**config.mk**
```make
export PLATFORM = sky130hd
export DESIGN_NAME = sa_cache_ctrl
export DESIGN_NICKNAME = d
export VERILOG_FILES = /design/src/rtl/sa_cache_ctrl.sv
export SDC_FILE = /design/constraint.sdc
export NUM_CORES = 1
export LEC_CHECK = 0
export CAP_MARGIN = 30
export CORE_MARGIN = 2
export CORE_UTILIZATION = 30
export DETAILED_ROUTE_END_ITERATION = 10
export GPL_TIMING_DRIVEN = 0
export PLACE_DENSITY_LB_ADDON = 0.08
export SLEW_MARGIN = 20
export SYNTH_ARGS = -nofsm -noshare
export SYNTH_HDL_FRONTEND = slang
export SYNTH_SLANG_ARGS = --single-unit
```
**constraint.sdc**
```tcl
create_clock -name clk -period 3.29 [get_ports clk]
set_clock_uncertainty 0.2 [all_clocks]
set_input_delay 0.658 -clock clk [delete_from_list [all_inputs] [get_ports clk]]
set_output_delay 0.658 -clock clk [all_outputs]
set_load 0.03 [all_outputs]
```
**src/rtl/sa_cache_ctrl.sv**
```systemverilog
// Miss/refill sequencer for the 4-way sa_cache: CPU valid/ready front end,
// dirty-line writeback, line fill from memory and replay of the original access.
module sa_cache_ctrl #(
  parameter int TAG_W    = 18,
  parameter int INDEX_W  = 8,
  parameter int OFFSET_W = 6,
  parameter int DATA_W   = 32,
  parameter int TIMEOUT  = 255
) (
  input  logic                clk,
  input  logic                rst,
  input  logic                cpu_req_valid,
  output logic                cpu_req_ready,
  input  logic [31:0]         cpu_addr,
  input  logic                cpu_we,
  input  logic [DATA_W-1:0]   cpu_wdata,
  output logic                cpu_resp_valid,
  output logic [DATA_W-1:0]   cpu_rdata,
  output logic                cpu_resp_err,
  output logic [TAG_W-1:0]    c_tag,
  output logic [INDEX_W-1:0]  c_index,
  output logic [OFFSET_W-1:0] c_offset,
  output logic [DATA_W-1:0]   c_dataW,
  output logic                c_memRW,
  output logic                c_access,
  input  logic [DATA_W-1:0]   c_data,
  input  logic                c_miss,
  input  logic                c_evict,
  input  logic [DATA_W-1:0]   c_evict_data,
  input  logic [31:0]         c_evict_addr,
  output logic [DATA_W-1:0]   c_mem_line,
  output logic                c_mem_response,
  output logic                mem_req_valid,
  input  logic                mem_req_ready,
  output logic                mem_we,
  output logic [31:0]         mem_addr,
  output logic [DATA_W-1:0]   mem_wdata,
  input  logic                mem_resp_valid,
  input  logic [DATA_W-1:0]   mem_rdata,
  output logic                busy
);

  localparam int TMO_W = $clog2(TIMEOUT + 1);
  localparam logic [TMO_W-1:0] TMO_LAST = TMO_W'(TIMEOUT - 1);

  typedef enum logic [2:0] {
    IDLE, LOOKUP, WB_REQ, WB_WAIT, FILL_REQ, FILL_WAIT, REFILL, RESPOND
  } state_t;

  state_t                  state;
  logic [31-OFFSET_W:0]    req_line;
  logic                    req_we;
  logic                    replay;
  logic [TMO_W-1:0]        tmo_cnt;
  logic [31:0]             fill_addr;
  logic                    progress;
  logic                    expire;

  assign fill_addr = {req_line, {OFFSET_W{1'b0}}};
  assign busy      = (state != IDLE);

  // A memory-phase state expires only when it made no progress this cycle.
  always_comb begin
    progress = 1'b1;
    case (state)
      WB_REQ, FILL_REQ:   progress = mem_req_ready;
      WB_WAIT, FILL_WAIT: progress = mem_resp_valid;
      default:            progress = 1'b1;
    endcase
    expire = !progress && (tmo_cnt == TMO_LAST);
  end

  always_ff @(posedge clk) begin
    if (!rst) begin
      state          <= IDLE;
      req_line       <= '0;
      req_we         <= 1'b0;
      replay         <= 1'b0;
      tmo_cnt        <= '0;
      cpu_req_ready  <= 1'b1;
      cpu_resp_valid <= 1'b0;
      cpu_rdata      <= '0;
      cpu_resp_err   <= 1'b0;
      c_tag          <= '0;
      c_index        <= '0;
      c_offset       <= '0;
      c_dataW        <= '0;
      c_memRW        <= 1'b0;
      c_access       <= 1'b0;
      c_mem_line     <= '0;
      c_mem_response <= 1'b0;
      mem_req_valid  <= 1'b0;
      mem_we         <= 1'b0;
      mem_addr       <= '0;
      mem_wdata      <= '0;
    end else begin
      c_access       <= 1'b0;
      c_mem_response <= 1'b0;
      cpu_resp_valid <= 1'b0;
      cpu_resp_err   <= 1'b0;
      case (state)
        IDLE: begin
          if (cpu_req_valid && cpu_req_ready) begin
            req_line      <= cpu_addr[31:OFFSET_W];
            req_we        <= cpu_we;
            replay        <= 1'b0;
            c_tag         <= cpu_addr[OFFSET_W+INDEX_W +: TAG_W];
            c_index       <= cpu_addr[OFFSET_W +: INDEX_W];
            c_offset      <= cpu_addr[OFFSET_W-1:0];
            c_dataW       <= cpu_wdata;
            c_memRW       <= cpu_we;
            c_access      <= 1'b1;
            cpu_req_ready <= 1'b0;
            state         <= LOOKUP;
          end
        end
        LOOKUP: begin
          if (!c_miss) begin
            cpu_resp_valid <= 1'b1;
            cpu_rdata      <= req_we ? '0 : c_data;
            state          <= RESPOND;
          end else if (replay) begin
            cpu_resp_valid <= 1'b1;
            cpu_resp_err   <= 1'b1;
            cpu_rdata      <= '0;
            state          <= RESPOND;
          end else if (c_evict) begin
            mem_req_valid <= 1'b1;
            mem_we        <= 1'b1;
            mem_addr      <= c_evict_addr;
            mem_wdata     <= c_evict_data;
            tmo_cnt       <= '0;
            state         <= WB_REQ;
          end else begin
            mem_req_valid <= 1'b1;
            mem_we        <= 1'b0;
            mem_addr      <= fill_addr;
            tmo_cnt       <= '0;
            state         <= FILL_REQ;
          end
        end
        WB_REQ: begin
          if (mem_req_ready) begin
            mem_req_valid <= 1'b0;
            tmo_cnt       <= '0;
            state         <= WB_WAIT;
          end else begin
            tmo_cnt <= tmo_cnt + 1'b1;
          end
        end
        WB_WAIT: begin
          if (mem_resp_valid) begin
            mem_req_valid <= 1'b1;
            mem_we        <= 1'b0;
            mem_addr      <= fill_addr;
            mem_wdata     <= '0;
            tmo_cnt       <= '0;
            state         <= FILL_REQ;
          end else begin
            tmo_cnt <= tmo_cnt + 1'b1;
          end
        end
        FILL_REQ: begin
          if (mem_req_ready) begin
            mem_req_valid <= 1'b0;
            tmo_cnt       <= '0;
            state         <= FILL_WAIT;
          end else begin
            tmo_cnt <= tmo_cnt + 1'b1;
          end
        end
        FILL_WAIT: begin
          if (mem_resp_valid) begin
            c_mem_line     <= mem_rdata;
            c_mem_response <= 1'b1;
            state          <= REFILL;
          end else begin
            tmo_cnt <= tmo_cnt + 1'b1;
          end
        end
        REFILL: begin
          c_access <= 1'b1;
          replay   <= 1'b1;
          state    <= LOOKUP;
        end
        RESPOND: begin
          cpu_rdata     <= '0;
          cpu_req_ready <= 1'b1;
          state         <= IDLE;
        end
        default: state <= IDLE;
      endcase
      // Abort overrides whatever the memory-phase branch above scheduled.
      if (expire) begin
        mem_req_valid  <= 1'b0;
        mem_we         <= 1'b0;
        cpu_resp_valid <= 1'b1;
        cpu_resp_err   <= 1'b1;
        cpu_rdata      <= '0;
        state          <= RESPOND;
      end
    end
  end

endmodule

```
==> results.md, run 1 <==
- Die area: ~28000 um2
- Syn. warnings: 0
- Top cells by area, synth: dfxtp_1 53%, nand2_1 10%, a21oi_1 8.8%, nor2_1 4.1%, a22oi_1 3.7%
- DRT iter0 DRCs: 385
- Critical path arrival: between 2 and 2.5 ns
- Worst-margin pin slew: about 0.73 ns
- Seq pwr share: 33.6%
- Post-synth EDFFs: 0
- Drt first pass iters: 4
- Leakage power figure: 4.72 nW
- Routed WL: 30800 um
- Worst reg2reg startpoint: state[0]
- Clock Path Buffers: 3
- Min-delay src: c_offset[5]
- Postcts setup bufs: 0
- Slew HR: a little over 50%
- P per Cell Area: approximately 730 nW/um2
- Hold Crit Depth: 2
- Most frequent cell after synthesis: nand2_1
- Depth of the CTS H-tree: 1
- Most used DFF post-synth: dfxtp_1
- Synthesized area: around 8000 um2
- Area Overhead vs Synth: 64.7%
- Yosys cell types: 53
- Final period utilization: just over 90%
- Rows: 59
- Mux contribution to synthesized area: 3.36%
- Max-cap violation count: 0
- Vias in the first global route: approximately 8000
- Psw: 3.59 mW
- DRC errors left: 0
- Vias per cell: between 4 and 5
- Crit path kind: reg2out
- Ys async rst share: 0%
- Total grt overflow: 0
- Combinational power share: a little under 40%
- RSZ-0062 raised after global routing: false
- Clock group share of total power: about 28%
- Clock insertion delay at the later pin of the skew report: 0.51 ns
- Synth Area in Compound Gates: between 10% and 20%
- Gr usage total: a little over a fifth
- Total negative slack: 0 ns
- Seq/Total Area, Yosys: between 50% and 60%
- Hold Fails Final Rpt: 0
- Final instance area: about 13000 um2
- Hold crit path type: reg2reg
- Sw Ratio: 37.1%
- Final Critical Period: about 3.0 ns
- Post-Synth XOR/XNOR Area: less than 1%
- CTS buffer count: 25
- Post-DRT Antenna Nets: 0
- Worst Hold Endpoint: c_offset[5]
- VDD IR-drop max: ~0.42 mV
- Synth area leader: dfxtp_1
- F_max: about 330 MHz
- Status: complete, no violations
- Adder-Cell Fraction of Synth Area: 0.311%
- Critical Path Fanout Max: 10
- Initial antenna violation count: 2
- Syn_area_per_cell: roughly 8.6 um2
- Reg clk slew, reported paths: roughly 0.060 ns
- CTS resizes: 0
- Max Transition Viols Final: 0
- CTS root buf: clkbuf_16
- # setup viols final: 0
- Pint: 6.09 mW
- DP HPWL: between 20000 and 25000 um
- First-pass GRT wire length: ~46000 um
- Cells after synthesis: slightly above 900
- Routed WL per cell: between 15 and 20 um
- DIE WIDTH: roughly 170 um
- Placer Congestion: approximately 0.8
- Die H: roughly 170 um
- Flop2flop setup slack: slightly above 0.9 ns
- Largest net degree at the start of global routing: 13
- Routed via count: 8151
- Startpoint types: register
- Cts hold-fix bufs: 0
- Placed cell areas: 12500 um2
- RR Endpoint: c_index[5]
- I/O Pins: 401
- Critical Path RT: about 2.4 ns
- Final net count: about 1600
- Commonest cells post-synth: 222 x nand2_1, 212 x dfxtp_1, 142 x a21oi_1
- R2R cell count: 7
- Clock sinks: between 200 and 250
- Starting Density: a little under a third
- CP endpoint kind: output pin
- Synth Area in Simple Gates: a little under a fifth
- Synth Register Bits: between 200 and 250
- Fraction of layout cells with a size suffix above 1: ~6.8%
- Core Box Area: between 20000 and 30000 um2
- PortBufs: about 400
- Post-synth top area share: 52.8%
- Final worst slack: 0.271 ns
- Pre-CTS WS: between 0.15 and 0.2 ns
- Syn_nets: between 1000 and 1500
- Combinational family with the most area after synthesis: compound AO/OA/AOI/OAI gates
- CTS tree: yes
-- flip-flops by register name, summed over array words and instances (netlist names), 3 cells and up --
name,cells
c_mem_line,32
state,3
c_dataW,32
c_tag,18
mem_wdata,32
mem_addr,32
tmo_cnt,8
cpu_rdata,32
c_index,7
c_offset,6
-- metrics by stage --
| stage | cells | util [%] | hold WS, ns | power, mW |
|---|---|---|---|---|
| detailed placement | 1667 | 47.5 | 0.246 | 7.09 |
| CTS | 1710 | 50.5 | 0.254 | 9.81 |
| global route | 1710 | 50.5 | 0.267 | 10.2 |
| floorplan | 933 | - | 0.249 | 5.47 |
| finish | 1712 | 50.6 | 0.252 | 9.68 |
| global placement | 1667 | 47.5 | 0.240 | 7.08 |
-- worst max-delay path, cell delays in order, from the launching register on --
cell	delay, ns
dfxtp_1	0.36
buf_2	0.20
nor3_2	0.34
inv_1	0.09
clkdlybuf4s50_1	0.65
-- cell type report --
class                           instances  area [um2]
Fill cell                            2568       13000
Sequential cell                       212        4240
Timing Repair Buffer                  399        3990
Multi-Input combinational cell        638        3350
Clock buffer                           36         727
Tap cell                              335         419
Buffer                                 74         415
Clock inverter                          7        62.6
Inverter                                9        33.8
Antenna cell                            2        5.00
-- cell usage in the layout (no fill, tap or decap), types with 3 or more instances in the layout --
master,count
clkbuf_8,6
buf_2,20
buf_6,7
clkinv_2,5
mux2i_1,27
a211oi_2,7
or4_1,4
nand2_1,222
o21ai_0,22
a21oi_1,142
dfxtp_1,212
clkdlybuf4s50_1,399
nor4b_1,13
clkbuf_16,25
o31ai_1,4
nor3_2,3
clkbuf_1,39
a211oi_1,21
inv_1,8
a22oi_1,40
nand3_1,6
buf_4,10
nor2_1,87
o21ai_1,4
-- worst max-delay path by stage --
stage,from,to
floorplan,c_miss,tmo_cnt[3]
global placement,rst,c_access
detailed placement,rst,c_access
CTS,state[0],busy
global route,state[0],busy
finish,state[0],busy
-- power by group through the flow --
stage / sequential [mW] / combinational (mW) / clock (mW)
after floorplan: 4.05 / 1.43 / 0
after global placement: 3.28 / 3.80 / 0
after detailed placement: 3.30 / 3.79 / 0
after CTS: 3.25 / 3.81 / 2.75
after global routing: 3.30 / 4.05 / 2.86
final: 3.25 / 3.76 / 2.68
-- cells by family after synthesis --
family,count (synthesis)
and+or+nand+nor,353
AOI/OAI and AO/OA,254
DFF,212
buffers and inverters,83
muxes,27
xor gates and xnor gates,2
adders and majority gates,2
-- per-layer routing --
metal  GRT usage [%]  share of wire, %  wire length, um  vias to the layer above
met2            36.5                47            14500                      313
met1            24.4                41            12500                     3747
met3            7.73               9.9             3040                       39
li1                -                 -                -                     4052
met4            5.60               2.4              741                        0
met5               0                 0                0                        -
Power figures use the tool's default switching activity.
==> inputs of run 2 (changes only) <==
--- a/config.mk
+++ b/config.mk
@@ -8,6 +8,7 @@
 export CAP_MARGIN = 30
 export CORE_MARGIN = 2
 export CORE_UTILIZATION = 30
+export CTS_BUF_LIST = sky130_fd_sc_hd__clkbuf_8
 export DETAILED_ROUTE_END_ITERATION = 10
 export GPL_TIMING_DRIVEN = 0
 export PLACE_DENSITY_LB_ADDON = 0.08
==> results.md, run 2 (synthesized netlist as in run 1, its figures left out) <==
- Gr usage total: approximately a fifth
- Pint: approximately 5.9 mW
- RSZ-0062 raised after global routing: false
- DRC errors left: 0
- Status: complete, no violations
- DRT iter0 DRCs: slightly above 400
- Routed via count: 8200
- Placed cells: about 1700
- Worst-margin pin slew: ~0.74 ns
- Vias in the first global route: ~8100
- Startpoint types: register
- Routed WL per cell: ~18 um
- Crit path kind: reg2out
- Post-DRT Antenna Nets: 0
- Post-layout util: between 50% and 60%
- I/O Pins: approximately 400
- Reg clk slew, reported paths: 0.06 ns
- Final net count: ~1600
- Final Critical Period: between 3 and 4 ns
- P per Cell Area: 716 nW/um2
- Critical Path RT: around 2.4 ns
- Final period utilization: around nine tenths
- DIE WIDTH: roughly 170 um
- GR Util met1: around 24%
- Largest net degree at the start of global routing: 11
- Critical-path top delay cell: clkdlybuf4s50_1
- Total negative slack: 0 ns
- Clock Path Buffers: 3
- Clock group share of total power: between 20% and 30%
- Pre-CTS WS: between 0.15 and 0.2 ns
- Die H: approximately 170 um
- F_max: about 330 MHz
- Max Transition Viols Final: 0
- Multi-input logic area: 3350 um2
- DP HPWL: ~23000 um
- Area Overhead vs Synth: 64.6%
- Starting Density: around 31%
- Crit path cell chain: buf_2 > nor3_2 > inv_1 > clkdlybuf4s50_1
- Total grt overflow: 0
- VDD IR-drop max: approximately 0.32 mV
- Leakage power figure: around 4.8 nW
- CTS tree: yes
- Critical path arrival: 2.15 ns
- Hold crit path type: reg2reg
- Global-route met2 utilization: a little over a third
- Worst path bufs/invs: 3
- Depth of the CTS H-tree: 2
- Delay-heaviest family, CP: buffers and inverters
- Cts hold-fix bufs: 0
- Fill cell count: between 2000 and 3000
- Critical Path Fanout Max: 10
- Rows: approximately 60
- Placed cell areas: between 10000 and 15000 um2
- CP endpoint kind: output pin
- Combinational power share: between 30% and 40%
- Reg area: about 4200 um2
- Pwr Total: 9.48 mW
- Initial antenna violation count: 3
- Most frequent cells in the layout: 399 x clkdlybuf4s50_1, 222 x nand2_1, 212 x dfxtp_1, 142 x a21oi_1, 87 x nor2_1
- Hold Fails Final Rpt: 0
- Hold slack: between 0.2 and 0.3 ns
- Clock sinks: ~210
- Max-cap violation count: 0
- Cell Count, Final, Fillers Out: 1739
- Slew HR: about half
- Final instance area: ~13000 um2
- PortBufs: about 400
- CTS root buf: clkbuf_8
- Core Box Area: ~26000 um2
- Final worst slack: between 0.2 and 0.3 ns
- Sw Ratio: 38.1%
- Fraction of layout cells with a size suffix above 1: under 10%
- Routed WL: ~31000 um
- Vias per cell: 4.72
- Postcts setup bufs: 0
- Die area: 28100 um2
- CTS buffer count: 40
- First-pass GRT wire length: between 40000 and 50000 um
- Psw: around 3.6 mW
- Clock insertion delay at the later pin of the skew report: 0.52 ns
- Placer Congestion: between 0.8 and 0.9
- # setup viols final: 0
- Drt first pass iters: 4
- Met3 GRT Util: around 8.7%
- Seq pwr share: between 30% and 40%
- Commonest non-fill, non-tap cell in the layout: clkdlybuf4s50_1
- CP peak stage delay: roughly 0.65 ns
- CTS resizes: 0
- GR peak layer: met2
-- run 2: cell types whose count changed in the layout (fill, tap and decap cells not counted) --
cell        change
clkbuf_8       +45
clkinv_2        -3
bufinv_16       -1
diode_2         +1
inv_1          +16
clkbuf_16      -25
clkbuf_1        -5
clkinvlp_4      -1
-- run 2: final cells by class --
cell class / count / share of cell area (%)
Multi-Input combinational cell: 638 / 25.3
Clock buffer: 51 / 5.30
Inverter: 9 / 0.255
Buffer: 74 / 3.14
Timing Repair Buffer: 399 / 30.2
Clock inverter: 18 / 0.529
Sequential cell: 212 / 32.1
Antenna cell: 3 / 0.0567
Tap cell: 335 / 3.17
-- run 2: worst register-to-register path: stages, from the launching register on --
cell and delay (ns):
dfxtp_1 0.36, buf_2 0.20, nor3_2 0.34, nand3_1 0.35, buf_2 0.32, buf_2 0.23
a21oi_1 0.18, nor2_1 0.06
-- run 2: metal layers --
layer  wire (um)  share of wire, %
met1       12500                40
met2       14600                47
met3        3200                10
met4         777               2.5
met5           0                 0
-- run 2: path summary, 6_finish.rpt --
path	slack, ns	end	depth (start not counted)	startpoint
max	0.28	busy	4	state[0]
min	0.25	c_offset[5]	2	c_offset[5]
max reg2reg	0.91	replay	7	state[0]
min reg2reg	0.25	c_offset[5]	2	c_offset[5]
-- run 2: power by group through the flow --
| stage | Combinational [mW] | Sequential (mW) | Clock [mW] |
|---|---|---|---|
| floorplan | 1.43 | 4.05 | 0 |
| global placement | 3.80 | 3.28 | 0 |
| detailed placement | 3.79 | 3.30 | 0 |
| CTS | 3.81 | 3.25 | 2.56 |
| global route | 4.05 | 3.30 | 2.68 |
| finish | 3.76 | 3.25 | 2.48 |
==> inputs of run 3 (changes only) <==
--- a/config.mk
+++ b/config.mk
@@ -10,6 +10,7 @@
 export CORE_UTILIZATION = 30
 export CTS_BUF_LIST = sky130_fd_sc_hd__clkbuf_8
 export DETAILED_ROUTE_END_ITERATION = 10
+export DONT_BUFFER_PORTS = 1
 export GPL_TIMING_DRIVEN = 0
 export PLACE_DENSITY_LB_ADDON = 0.08
 export SLEW_MARGIN = 20
==> results.md, run 3 (synthesized netlist as in run 1, its figures left out) <==
- CTS root buf: clkbuf_8
- Total grt overflow: 0
- Slew HR: around 51%
- Flop2flop setup slack: approximately 0.9 ns
- Critical Path RT: roughly 2.4 ns
- Drt first pass iters: 4
- Routed WL: 29200 um
- Hold crit path type: in2reg
- Vias per cell: roughly 5
- Largest net degree at the start of global routing: 11
- First-pass GRT wire length: roughly 43000 um
- Cts hold-fix bufs: 0
- Die area: between 20000 and 30000 um2
- Vias in the first global route: roughly 7000
- Reg clk slew, reported paths: 0.07 ns
- Most frequent cells in the layout: 222 x nand2_1, 212 x dfxtp_1, 142 x a21oi_1, 87 x nor2_1, 55 x clkbuf_8
- Psw: ~3.5 mW
- CTS resizes: 0
- Depth of the CTS H-tree: 2
- Seq pwr share: approximately half
- DP HPWL: roughly 22000 um
- Final Critical Period: between 2 and 3 ns
- CTS buffer count: 39
- Clock insertion delay at the later pin of the skew report: between 0.5 and 0.6 ns
- Status: complete, no violations
- DRT iter0 DRCs: about 380
- Clock Path Buffers: 3
- PortBufs: 0
- Fraction of layout cells with a size suffix above 1: a little under an eighth
- Pint: approximately 5.1 mW
- Post-DRT Antenna Nets: 0
- Min-delay src: mem_req_ready
- Routed WL per cell: 21.8 um
- CTS tree: yes
- Max-cap violation count: 0
- Worst-margin pin slew: about 0.74 ns
- Sw Ratio: about two fifths
- Clock group share of total power: a little under a third
- VDD IR-drop max: ~0.36 mV
- I/O Pins: between 400 and 500
- Starting Density: a little under a third
- Commonest non-fill, non-tap cell in the layout: nand2_1
- Critical Path Fanout Max: 10
- Hold Fails Final Rpt: 0
- R2R cell count: 7
- RR Endpoint: c_index[3]
- Total negative slack: 0 ns
- Die H: 168 um
- Rows: 59
- Placer Congestion: 0.768
- Max Transition Viols Final: 0
- Crit path kind: reg2out
- Worst reg2reg startpoint: state[0]
- Area Overhead vs Synth: 15.5%
- Hold Crit Depth: 1
- P per Cell Area: roughly 930 nW/um2
- Critical path arrival: ~1.7 ns
- F_max: roughly 390 MHz
- Final net count: ~1200
- RSZ-0062 raised after global routing: false
- CP endpoint kind: output pin
- Hold slack: 0.0521 ns
- Clock sinks: around 210
- Postcts setup bufs: 0
- Leakage power figure: between 3 and 4 nW
- Final period utilization: between 70% and 80%
- Core Box Area: approximately 26000 um2
- Gr usage total: approximately a fifth
- DIE WIDTH: around 170 um
- Initial antenna violation count: 2
- Routed via count: 6796
- Worst Hold Endpoint: mem_req_valid
- Startpoint types: register
- # setup viols final: 0
- Combinational power share: 21.8%
- DRC errors left: 0
## run 3: changes by cell type in the layout (fill, tap and decap cells not counted), sizes merged
cell	before	now
inv	25	21
clkbuf	85	89
clkinv	2	4
clkdlybuf4s50	399	0
diode	3	2
## run 3: routing by layer
layer	vias to the layer above	global-route usage, %	wire [um]
met2	369	34.2	13800
met1	3088	21.4	11000
met4	0	6.69	788
met3	45	10.4	3610
met5	-	0	0
li1	3294	-	-
## run 3: worst max-delay path by stage
stage,from,to
2_1_floorplan,c_miss,tmo_cnt[3]
6_report,state[0],busy
3_5_place_dp,rst,c_access
5_1_grt,state[0],busy
4_1_cts,state[0],busy
3_3_place_gp,rst,c_access
## run 3: worst max-delay path: stages (launching register included)
cell and delay (ns):
dfxtp_1 0.36, buf_2 0.20, nor3_2 0.34, inv_1 0.28
## run 3: layout make-up
| type | count | area, um2 |
|---|---|---|
| Clock inverter | 16 | 65.1 |
| Inverter | 9 | 33.8 |
| Multi-Input combinational cell | 638 | 3350 |
| Fill cell | 2770 | 16900 |
| Antenna cell | 2 | 5.00 |
| Tap cell | 335 | 419 |
| Buffer | 74 | 415 |
| Sequential cell | 212 | 4240 |
| Clock buffer | 55 | 757 |
## run 3: power by group through the flow
stage               clock, mW  combinational (mW)  sequential [mW]
global placement            0                1.90             4.24
finish                   2.60                1.89             4.17
global route             2.80                2.15             4.22
CTS                      2.68                1.93             4.18
detailed placement          0                1.92             4.23
floorplan                   0                1.43             4.05
## run 3: metrics by stage
step                instances  util (%)  setup slack [ns]  instance area [um2]  total power [mW]
floorplan                 933         -              1.19                 8040              5.47
detailed placement       1268      32.3             0.709                 8460              6.15
global route             1339      35.4             0.636                 9280              9.17
CTS                      1339      35.4             0.677                 9280              8.79
finish                   1341      35.4             0.712                 9290              8.66
global placement         1268      32.3             0.684                 8460              6.15
